File: src/rtl/reg_file_sb_pkg.sv
// Shared core constants and the writeback bundle used by the register file.
package corePckg;

   localparam int unsigned cXLEN     = 32;
   localparam int unsigned cRegAddrW = 5;

   // Writeback bundle: one destination update per cycle
   typedef struct packed {
      logic                 valid;
      logic [cRegAddrW-1:0] addr;
      logic [cXLEN-1:0]     data;
   } tRegControl;

endpackage

File: src/rtl/rf_scoreboard.sv
// Pending-destination scoreboard: per-register busy bits, RAW/WAW stall and a
// registered count of outstanding claims.
module rf_scoreboard
   import corePckg::*;
#(
   parameter int unsigned pNumRegs    = 32,
   parameter int unsigned pNumRdPorts = 2
) (
   input  logic                                         iClk,
   input  logic                                         iRst,
   input  logic [pNumRdPorts-1:0]                       iRdEn,
   input  logic [pNumRdPorts-1:0][$clog2(pNumRegs)-1:0] iRdAddr,
   input  logic                                         iIssueValid,
   input  logic [$clog2(pNumRegs)-1:0]                  iIssueRd,
   input  logic                                         iWbValid,
   input  logic [$clog2(pNumRegs)-1:0]                  iWbAddr,
   input  logic                                         iFlush,
   output logic                                         oStall,
   output logic [$clog2(pNumRegs):0]                    oPendingCnt
);

   localparam int unsigned AW = $clog2(pNumRegs);
   localparam int unsigned CW = AW + 1;

   logic [pNumRegs-1:0] r_pending;
   logic [pNumRegs-1:0] w_pending_nxt;
   logic [CW-1:0]       w_cnt_nxt;
   logic                w_raw;
   logic                w_waw;

   // Hazard detection; a same-cycle writeback to the register resolves it
   always_comb begin
      w_raw = 1'b0;
      for (int p = 0; p < int'(pNumRdPorts); p++) begin
         if (iRdEn[p] && r_pending[iRdAddr[p]] &&
             !(iWbValid && (iWbAddr == iRdAddr[p])))
            w_raw = 1'b1;
      end
      w_waw  = iIssueValid && r_pending[iIssueRd] &&
               !(iWbValid && (iWbAddr == iIssueRd));
      oStall = w_raw || w_waw;
   end

   // Clear on writeback first, then set on issue so the newer claim wins
   always_comb begin
      w_pending_nxt = r_pending;
      if (iFlush) begin
         w_pending_nxt = '0;
      end else begin
         if (iWbValid)
            w_pending_nxt[iWbAddr] = 1'b0;
         if (iIssueValid && !oStall && (iIssueRd != '0))
            w_pending_nxt[iIssueRd] = 1'b1;
      end
      w_pending_nxt[0] = 1'b0;
   end

   always_comb begin
      w_cnt_nxt = '0;
      for (int i = 0; i < int'(pNumRegs); i++)
         w_cnt_nxt = w_cnt_nxt + CW'(w_pending_nxt[i]);
   end

   always_ff @(posedge iClk or posedge iRst) begin
      if (iRst) begin
         r_pending   <= '0;
         oPendingCnt <= '0;
      end else begin
         r_pending   <= w_pending_nxt;
         oPendingCnt <= w_cnt_nxt;
      end
   end

endmodule

File: src/rtl/reg_file_sb.sv
// Multi-port register file with write-first bypass and an attached
// destination scoreboard for hazard stalls.
module reg_file_sb
   import corePckg::*;
#(
   parameter int unsigned pXlen       = cXLEN,
   parameter int unsigned pNumRegs    = 32,
   parameter int unsigned pNumRdPorts = 2
) (
   input  logic                                         iClk,
   input  logic                                         iRst,
   input  logic [pNumRdPorts-1:0]                       iRdEn,
   input  logic [pNumRdPorts-1:0][$clog2(pNumRegs)-1:0] iRdAddr,
   output logic [pNumRdPorts-1:0][pXlen-1:0]            oRdData,
   input  logic                                         iIssueValid,
   input  logic [$clog2(pNumRegs)-1:0]                  iIssueRd,
   input  logic                                         iWbValid,
   input  logic [$clog2(pNumRegs)-1:0]                  iWbAddr,
   input  logic [pXlen-1:0]                             iWbData,
   input  logic                                         iFlush,
   output logic                                         oStall,
   output logic [$clog2(pNumRegs):0]                    oPendingCnt
);

   logic [pXlen-1:0] r_mem [pNumRegs];
   logic             w_wr_en;

   assign w_wr_en = iWbValid && (iWbAddr != '0);

   // x0 is never written, so it stays at its reset value of zero
   always_ff @(posedge iClk or posedge iRst) begin
      if (iRst) begin
         for (int i = 0; i < int'(pNumRegs); i++)
            r_mem[i] <= '0;
      end else if (w_wr_en) begin
         r_mem[iWbAddr] <= iWbData;
      end
   end

   always_ff @(posedge iClk or posedge iRst) begin
      if (iRst) begin
         oRdData <= '0;
      end else begin
         for (int p = 0; p < int'(pNumRdPorts); p++) begin
            if (iRdEn[p]) begin
               if (iRdAddr[p] == '0)
                  oRdData[p] <= '0;
               else if (w_wr_en && (iWbAddr == iRdAddr[p]))
                  oRdData[p] <= iWbData;
               else
                  oRdData[p] <= r_mem[iRdAddr[p]];
            end
         end
      end
   end

   rf_scoreboard #(
      .pNumRegs    (pNumRegs),
      .pNumRdPorts (pNumRdPorts)
   ) u_scoreboard (
      .iClk        (iClk),
      .iRst        (iRst),
      .iRdEn       (iRdEn),
      .iRdAddr     (iRdAddr),
      .iIssueValid (iIssueValid),
      .iIssueRd    (iIssueRd),
      .iWbValid    (iWbValid),
      .iWbAddr     (iWbAddr),
      .iFlush      (iFlush),
      .oStall      (oStall),
      .oPendingCnt (oPendingCnt)
   );

endmodule

File: config.mk
export PLATFORM = sky130hd
export DESIGN_NAME = reg_file_sb
export DESIGN_NICKNAME = d
export VERILOG_FILES = /design/src/rtl/reg_file_sb_pkg.sv /design/src/rtl/rf_scoreboard.sv /design/src/rtl/reg_file_sb.sv
export SDC_FILE = /design/constraint.sdc
export NUM_CORES = 2
export LEC_CHECK = 0
export BUFFER_PORTS_ARGS = -buffer_cell sky130_fd_sc_hd__buf_2
export CORE_AREA = 2 2 309 311
export CTS_BUF_LIST = sky130_fd_sc_hd__clkbuf_4
export DETAILED_ROUTE_END_ITERATION = 12
export DIE_AREA = 0 0 311 313
export GPL_TIMING_DRIVEN = 0
export PLACE_DENSITY_LB_ADDON = 0.08
export SYNTH_ARGS = -nofsm -noshare
export SYNTH_HDL_FRONTEND = slang
export SYNTH_SLANG_ARGS = --single-unit
File: constraint.sdc
create_clock -name iClk -period 37 [get_ports iClk]
set_input_delay 1.85 -clock iClk [delete_from_list [all_inputs] [get_ports iClk]]
set_output_delay 1.85 -clock iClk [all_outputs]
set_load 0.01 [all_outputs]
# ---- Yosys cells after proc, flatten, opt, wreduce, memory -nomap -nowiden
# Cells that the tools add are included.
dict set report op_classes {
  mul 0
  eq_ne 3
  shift 0
  addsub 30
  bitwise 6
  magnitude_cmp 10
  div_mod_pow 0
  muxes 29
  reduce_logical 26
}
# operator count
set op_table {}
lappend op_table {{$bwmux 1024} 1}
lappend op_table {{$mux 32} 13}
lappend op_table {{$bmux 32 s5} 2}
lappend op_table {{$add 6x1->6} 29}
lappend op_table {{$demux 32 s5} 1}
lappend op_table {{$and 32x32->32} 1}
lappend op_table {{$not 32->32} 1}
lappend op_table {{$or 32x32->32} 1}
lappend op_table {{$lt 5x6->1 const B} 4}
lappend op_table {{$ge 6x6->1 const B} 3}
lappend op_table {{$not 5->6} 3}
lappend op_table {{$logic_and 1x1->1} 17}
lappend op_table {{$bmux 1 s5} 3}
lappend op_table {{$eq 5x5->1} 3}
lappend op_table {{$demux 1 s5} 2}
lappend op_table {{$ge 5x1->1 const B} 2}
lappend op_table {{$logic_not 5->1} 2}
lappend op_table {{$reduce_bool 5->1} 2}
lappend op_table {{$mux 1} 7}
lappend op_table {{$lt 6x1->1 const B} 1}
lappend op_table {{$logic_not 1->1} 4}
lappend op_table {{$add 1x1->2} 1}
lappend op_table {{$logic_or 1x1->1} 1}
dict set report word_totals {
  ram_bits 0
  ff_bits 1125
  latchBits 0
  romBits 0
  word_cells 140
  in_bits 59
  memories 0
}

# ---- Longest topological paths before layout
dict set report logic_depth {
  ltp_word 42
  depth_mapped 27
  mapped_depth_nobuf 23
}

# ---- Modules after synthesis
# From an unflattened synthesis, not the netlist that was laid out.
dict set report hier_totals {
  hier_cells 4022
  hier_area_um2 60620.6
}
# module area_each_um2 cells_per_inst n_inst seq_area_each_um2
set modules_own_cells {}
lappend modules_own_cells {reg_file_sb 56903.3 3626 1 27226.1}
lappend modules_own_cells {rf_scoreboard 3717.3 396 1 925.9}

# ---- Worst setup path before layout
# Ideal clock, no wire load.
dict set report synth_timing {
  path_type {input to register}
  from {input port iIssueRd[0]}
  to {register u_scoreboard.oPendingCnt[4]}
  setup_ns 0.080
  cell_stages 24
  path_slack_ns 28.983
  t_required_ns 36.920
  arrival_ns 7.937
  path_cell_list {buf_2 buf_2 mux4_2 mux2i_1 o32ai_1 o211ai_1 o211ai_1 buf_2 buf_2 o21ai_1 ha_1 inv_1 fa_1 fa_1 fa_1 fa_1 fa_1 fa_1 inv_1 ha_1 fa_1 a21o_1 a21oi_1 xnor2_1}
}
dict set report synth_via {
  elab_chain_len 40
  word_cells_on_any_way 50
  cone_classes {30 x add/sub; 2 x order compare; 1 x eq/ne; 6 x mux; 1 x bitwise; 10 x reduce/logical}
}
# element line_no
set synth_lines {}
lappend synth_lines {{from (decl)} reg_file_sb.sv:16} ;# input logic [$clog2(pNumRegs)-1:0] iIssueRd,
lappend synth_lines {{branches (longest 8 deep; another with $lt 5x6->1)} --}
lappend synth_lines {{$mux 32 *} rf_scoreboard.sv:52} ;# if (iIssueValid && !oStall && (iIssueRd != '0))
lappend synth_lines {{$mux 32 *} rf_scoreboard.sv:47} ;# if (iFlush) begin
lappend synth_lines {{net u_scoreboard.w_pending_nxt[1]} rf_scoreboard.sv:26} ;# logic [pNumRegs-1:0] w_pending_nxt;
lappend synth_lines {{$add 1x1->2 *} rf_scoreboard.sv:61} ;# w_cnt_nxt = w_cnt_nxt + CW'(w_pending_nxt[i]);
lappend synth_lines {{$add 6x1->6 * (29 in a row)} rf_scoreboard.sv:61}
lappend synth_lines {{net u_scoreboard.w_cnt_nxt[4]} rf_scoreboard.sv:27} ;# logic [CW-1:0] w_cnt_nxt;
lappend synth_lines {{to (signal assigned)} rf_scoreboard.sv:70} ;# oPendingCnt <= w_cnt_nxt;
lappend synth_lines {{to (decl)} rf_scoreboard.sv:19} ;# output logic [$clog2(pNumRegs):0] oPendingCnt
# Mark *: on every way through the listed nets, which the timed path passes. The select of a mux whose other input is x is not followed.
# A chain may end at the register's enable or synchronous reset.

# ---- Worst setup path in the final report
dict set report layout_timing {
  from {input port iWbValid}
  to {register u_scoreboard.oPendingCnt[4]}
}
dict set report layout_via {
  elab_chain_len 41
  word_cells_on_any_way 50
  cone_classes {30 x add/sub; 6 x mux; 1 x bitwise; 13 x reduce/logical}
}
# element line_no
set layout_lines {}
lappend layout_lines {{from (decl)} reg_file_sb.sv:17} ;# input logic iWbValid,
lappend layout_lines {{$logic_and 1x1->1} rf_scoreboard.sv:36} ;# !(iWbValid && (iWbAddr == iRdAddr[p])))
lappend layout_lines {{$logic_not 1->1} rf_scoreboard.sv:36}
lappend layout_lines {{$logic_and 1x1->1} rf_scoreboard.sv:35} ;# if (iRdEn[p] && r_pending[iRdAddr[p]] &&
lappend layout_lines {{$mux 1 (2 in a row)} rf_scoreboard.sv:35}
lappend layout_lines {{$logic_or 1x1->1} rf_scoreboard.sv:41} ;# oStall = w_raw || w_waw;
lappend layout_lines {{$logic_not 1->1} rf_scoreboard.sv:52}
lappend layout_lines {{$logic_and 1x1->1 (2 in a row)} rf_scoreboard.sv:52}
lappend layout_lines {{$mux 32 *} rf_scoreboard.sv:52}
lappend layout_lines {{$mux 32 *} rf_scoreboard.sv:47}
lappend layout_lines {{$add 1x1->2} rf_scoreboard.sv:61}
lappend layout_lines {{$add 6x1->6 (28 in a row)} rf_scoreboard.sv:61}
lappend layout_lines {{$add 6x1->6 *} rf_scoreboard.sv:61}
lappend layout_lines {{net u_scoreboard.w_cnt_nxt[4]} rf_scoreboard.sv:27}
# Mark *: on every way through the listed nets, which the timed path passes. The rest lies on a longest branch. The select of a mux whose other input is x is not followed.

==> summary.md <==
| Metric | Value |
|---|---|
| Final Hold Viols | 0 |
| Critical path class | in2reg |
| Final Setup Violations | 0 |
| Hold Crit Endpoint | r_mem[1015] |
| Drt first pass iters | 11 |
| Place WS | 28.02 ns |
| Library cells used by synthesis | 55 |
| Max Clock Freq | 125 MHz |
| Static Leak | 29.5 nW |
| Layout Cells excl Fill | 6,131 |
| Register area share after synthesis | 0.465 |
| RSZ-0062 raised after global routing | no |
| Largest net degree at the start of global routing | 130 |
| Port Buffer Count | 121 |
| Die Ht | 313 microns |
| Worst setup SP type | primary input |
| Final Max Slew Viols | 272 |
| Synth warn | 0 |
| Placer congestion estimate | 1.03 |
| Worst Clk Skew | 0.0914 ns |
| Reg clk slew, reported paths | 0.06 ns |
| Total setup buffers inserted after CTS | 0 |
| Total Power | 3.59 mW |
| Hold crit path type | reg2reg |
| DRC | 0 |
| CTS Buffer Depth | 4 |
| IO Count | 130 |
| Worst slew margin | -0.148 |
| Worst skew pair latency | 1.33 ns |
| Tightest Pin Transition | 1.72 ns |
| Met1 usage | 0.641 |
| GRT Total Usage | 0.513 |
| Nets | 4,735 |
| Critical R2R Capture | u_scoreboard.oPendingCnt[4] |
| Die width | 311 microns |
| Final WS setup | 29.00 ns |
| Vias in the first global route | 46,300 |
| Clock Sinks | 1,125 |
| Commonest non-fill, non-tap cell in the layout | dfrtp_1 |
| Fin crit period | 8.00 ns |
| Worst-path maximum fanout | 10 |
| H-tree levels | 5 |
| Placed cell areas | 63,100 sq um |
| Initial core utilization | 0.643 |
| DR iter-0 viols | 8,700 |
| CTS tree | built |
| Final Cycle Share | 0.216 |
| Total gr overflow | 0 |
| Maxcap violations | 25 |
| Peak VDD IR | 38.3 uV |
| Busiest grt layer | met2 |
| Failing checks | capacitance limit, slew limit |
| Commonest cells after routing, fill and taps aside | 1,125 x dfrtp_1, 1,044 x mux2_2, 477 x mux4_2 |
| Dpl hpwl | 161 mm |
| Crit. End Element | register |
| Cts bufs inserted | 315 |
| Commonest register cell after synthesis | dfrtp_1 |
| CTS resizes | 0 |
| Cells after Synth | 4,188 |
| CP Data Arrival Time | 9.15 ns |
| Antenna-violating nets left | 0 |
| Pwr Density | 53.5 nW/um^2 |
| Met2 usage | 0.699 |
| Design area | 67,100 sq um |
| CORE AREA | 94,200 sq um |
| Area grow syn2layout | 10.9% |
| Routed len/inst | 40.6 microns |
| Met3 Usage GRT | 0.235 |
| Die area | 97,300 sq um |
| Final WL | 249 mm |
| Fin Setup TNS | 0 ns |
| Standard-cell row count | 113 |
| Status | complete, but fails checks |
| Root buffer cell | clkbuf_4 |
| WHS Path Cells | 1 |
| Placed cell count | 5,588 |
| Async set or reset register ratio after synthesis | 1.00 |
| Vias | 47,400 |
| Post-synth EDFFs | 0 |
| Synthesized cell area | 60,500 sq um |
| Reg2Reg Depth | 22 |
| Hold_sp | r_mem[1015] |
| Initial antenna violation count | 24 |
| R2R Path Start | u_scoreboard.r_pending[13] |
| Fillers | 6,654 |
| Syn Area/Cell | 14.5 sq um |
| Setup slack on the worst flop-to-flop path | 29.86 ns |
| Req. time, crit path | 38.16 ns |
| Post-route core utilization | 0.713 |
| Worst hold slack | 0.485 ns |
| First-pass GRT wire length | 343 mm |
| Seq cells post-synth | 1,125 |
| CTS Hold Bufs | 0 |
| DR vias/cell | 7.73 |
| Share of post-route cells with drive strength above 1 | 0.472 |
| Syn nets | 4,279 |
-- flip-flops by register name, indices dropped and copies added (netlist names) --
register                  cells
r_mem                      1024
oRdData                      64
u_scoreboard.r_pending       31
u_scoreboard.oPendingCnt      6
-- final cells by class --
| cell class | instances | area (sq um) | area share |
|---|---|---|---|
| Buffer | 465 | 2100 | 0.0312 |
| Sequential cell | 1125 | 28200 | 0.419 |
| Inverter | 40 | 158 | 0.00235 |
| Clock inverter | 64 | 495 | 0.00738 |
| Clock buffer | 453 | 3400 | 0.0507 |
| Tap cell | 1265 | 1580 | 0.0236 |
| Timing Repair Buffer | 139 | 998 | 0.0149 |
| Multi-Input combinational cell | 2558 | 30200 | 0.450 |
| Antenna cell | 22 | 55.1 | 0.000820 |
-- cell families (layout without fill, tap and decap cells) --
logic type | after synthesis | in the layout | share of synthesized area
XOR/XNOR | 18 | 18 | 0.00260
multiplexers | 1724 | 1724 | 0.405
flip-flops | 1125 | 1125 | 0.465
AO/OA/AOI/OAI | 422 | 422 | 0.0523
adder cells (fa/ha/maj) | 32 | 32 | 0.00946
buffers and inverters | 505 | 1161 | 0.0367
AND/OR/NAND/NOR | 362 | 362 | 0.0287
other | 0 | 22 | 0
-- power by group --
| group | switching [mW] | leakage (nW) | internal, mW |
|---|---|---|---|
| clock network | 0.561 | 2.32 | 0.620 |
| registers | 0.173 | 14.5 | 1.46 |
| logic | 0.357 | 12.7 | 0.422 |
| total | 1.09 | 29.5 | 2.50 |
-- worst max-delay path by stage --
stage,startpoint,to,slack (ns),cells after the start
3_3_place_gp,iRst,r_mem[15],-8.99,2
5_1_grt,iRdAddr[4],u_scoreboard.oPendingCnt[4],28.82,23
4_1_cts,iWbValid,u_scoreboard.oPendingCnt[4],29.26,19
2_1_floorplan,iRst,oRdData[0],3.47,1
3_5_place_dp,iWbValid,u_scoreboard.oPendingCnt[4],28.02,19
6_report,iWbValid,u_scoreboard.oPendingCnt[4],29.00,19
-- worst max-delay path, stage by stage --
cell	delay, ns
clkbuf_1	0.35
nand2_1	0.12
or2_2	0.29
clkbuf_1	0.14
nor2_1	0.77
clkbuf_1	1.16
o32a_1	0.29
fa_1	0.46
fa_1	0.54
fa_1	0.44
fa_1	0.57
fa_1	0.45
fa_1	0.49
inv_1	0.04
ha_1	0.22
fa_1	0.46
a21o_1	0.19
a21oi_1	0.18
xnor2_1	0.13
-- layer usage --
layer / up-vias / part of all wire
met5: - / 0.00093
met4: 26 / 0.095
met3: 1403 / 0.16
met2: 4646 / 0.41
met1: 24100 / 0.33
li1: 17200 / -
-- cell usage after synthesis, types with 4 or more instances --
master       n  area share
a21oi_1     61      0.0050
o221ai_1    27      0.0039
nand3_1     36      0.0030
mux2_2    1044        0.19
clkbuf_1   285       0.018
nor3b_1      6     0.00074
a211oi_1     8     0.00099
dfrtp_1   1125        0.46
o21ai_0     62      0.0051
a221oi_1    90       0.013
mux4_2     477        0.18
nor2b_1     39      0.0040
a221o_1     58      0.0096
nand3b_1    22      0.0027
a22oi_1     32      0.0040
nor3_1      19      0.0016
o32ai_1     10      0.0014
buf_2       76      0.0063
o32a_1       9      0.0015
ha_1         9      0.0019
o21ai_1     12     0.00099
inv_1       38      0.0024
fa_1        23      0.0076
xor2_1       5     0.00072
and2_1       7     0.00072
buf_6       22      0.0041
o211ai_1    26      0.0032
mux2_1       4     0.00074
nand2_1    143      0.0089
or3b_2       8      0.0012
xnor2_1     13      0.0019
nor2_1      63      0.0039
o21a_1      18      0.0022
mux2i_1    199       0.033
buf_1       65      0.0040
buf_4       17      0.0021
No activity file was read; power rests on OpenSTA's default activity.
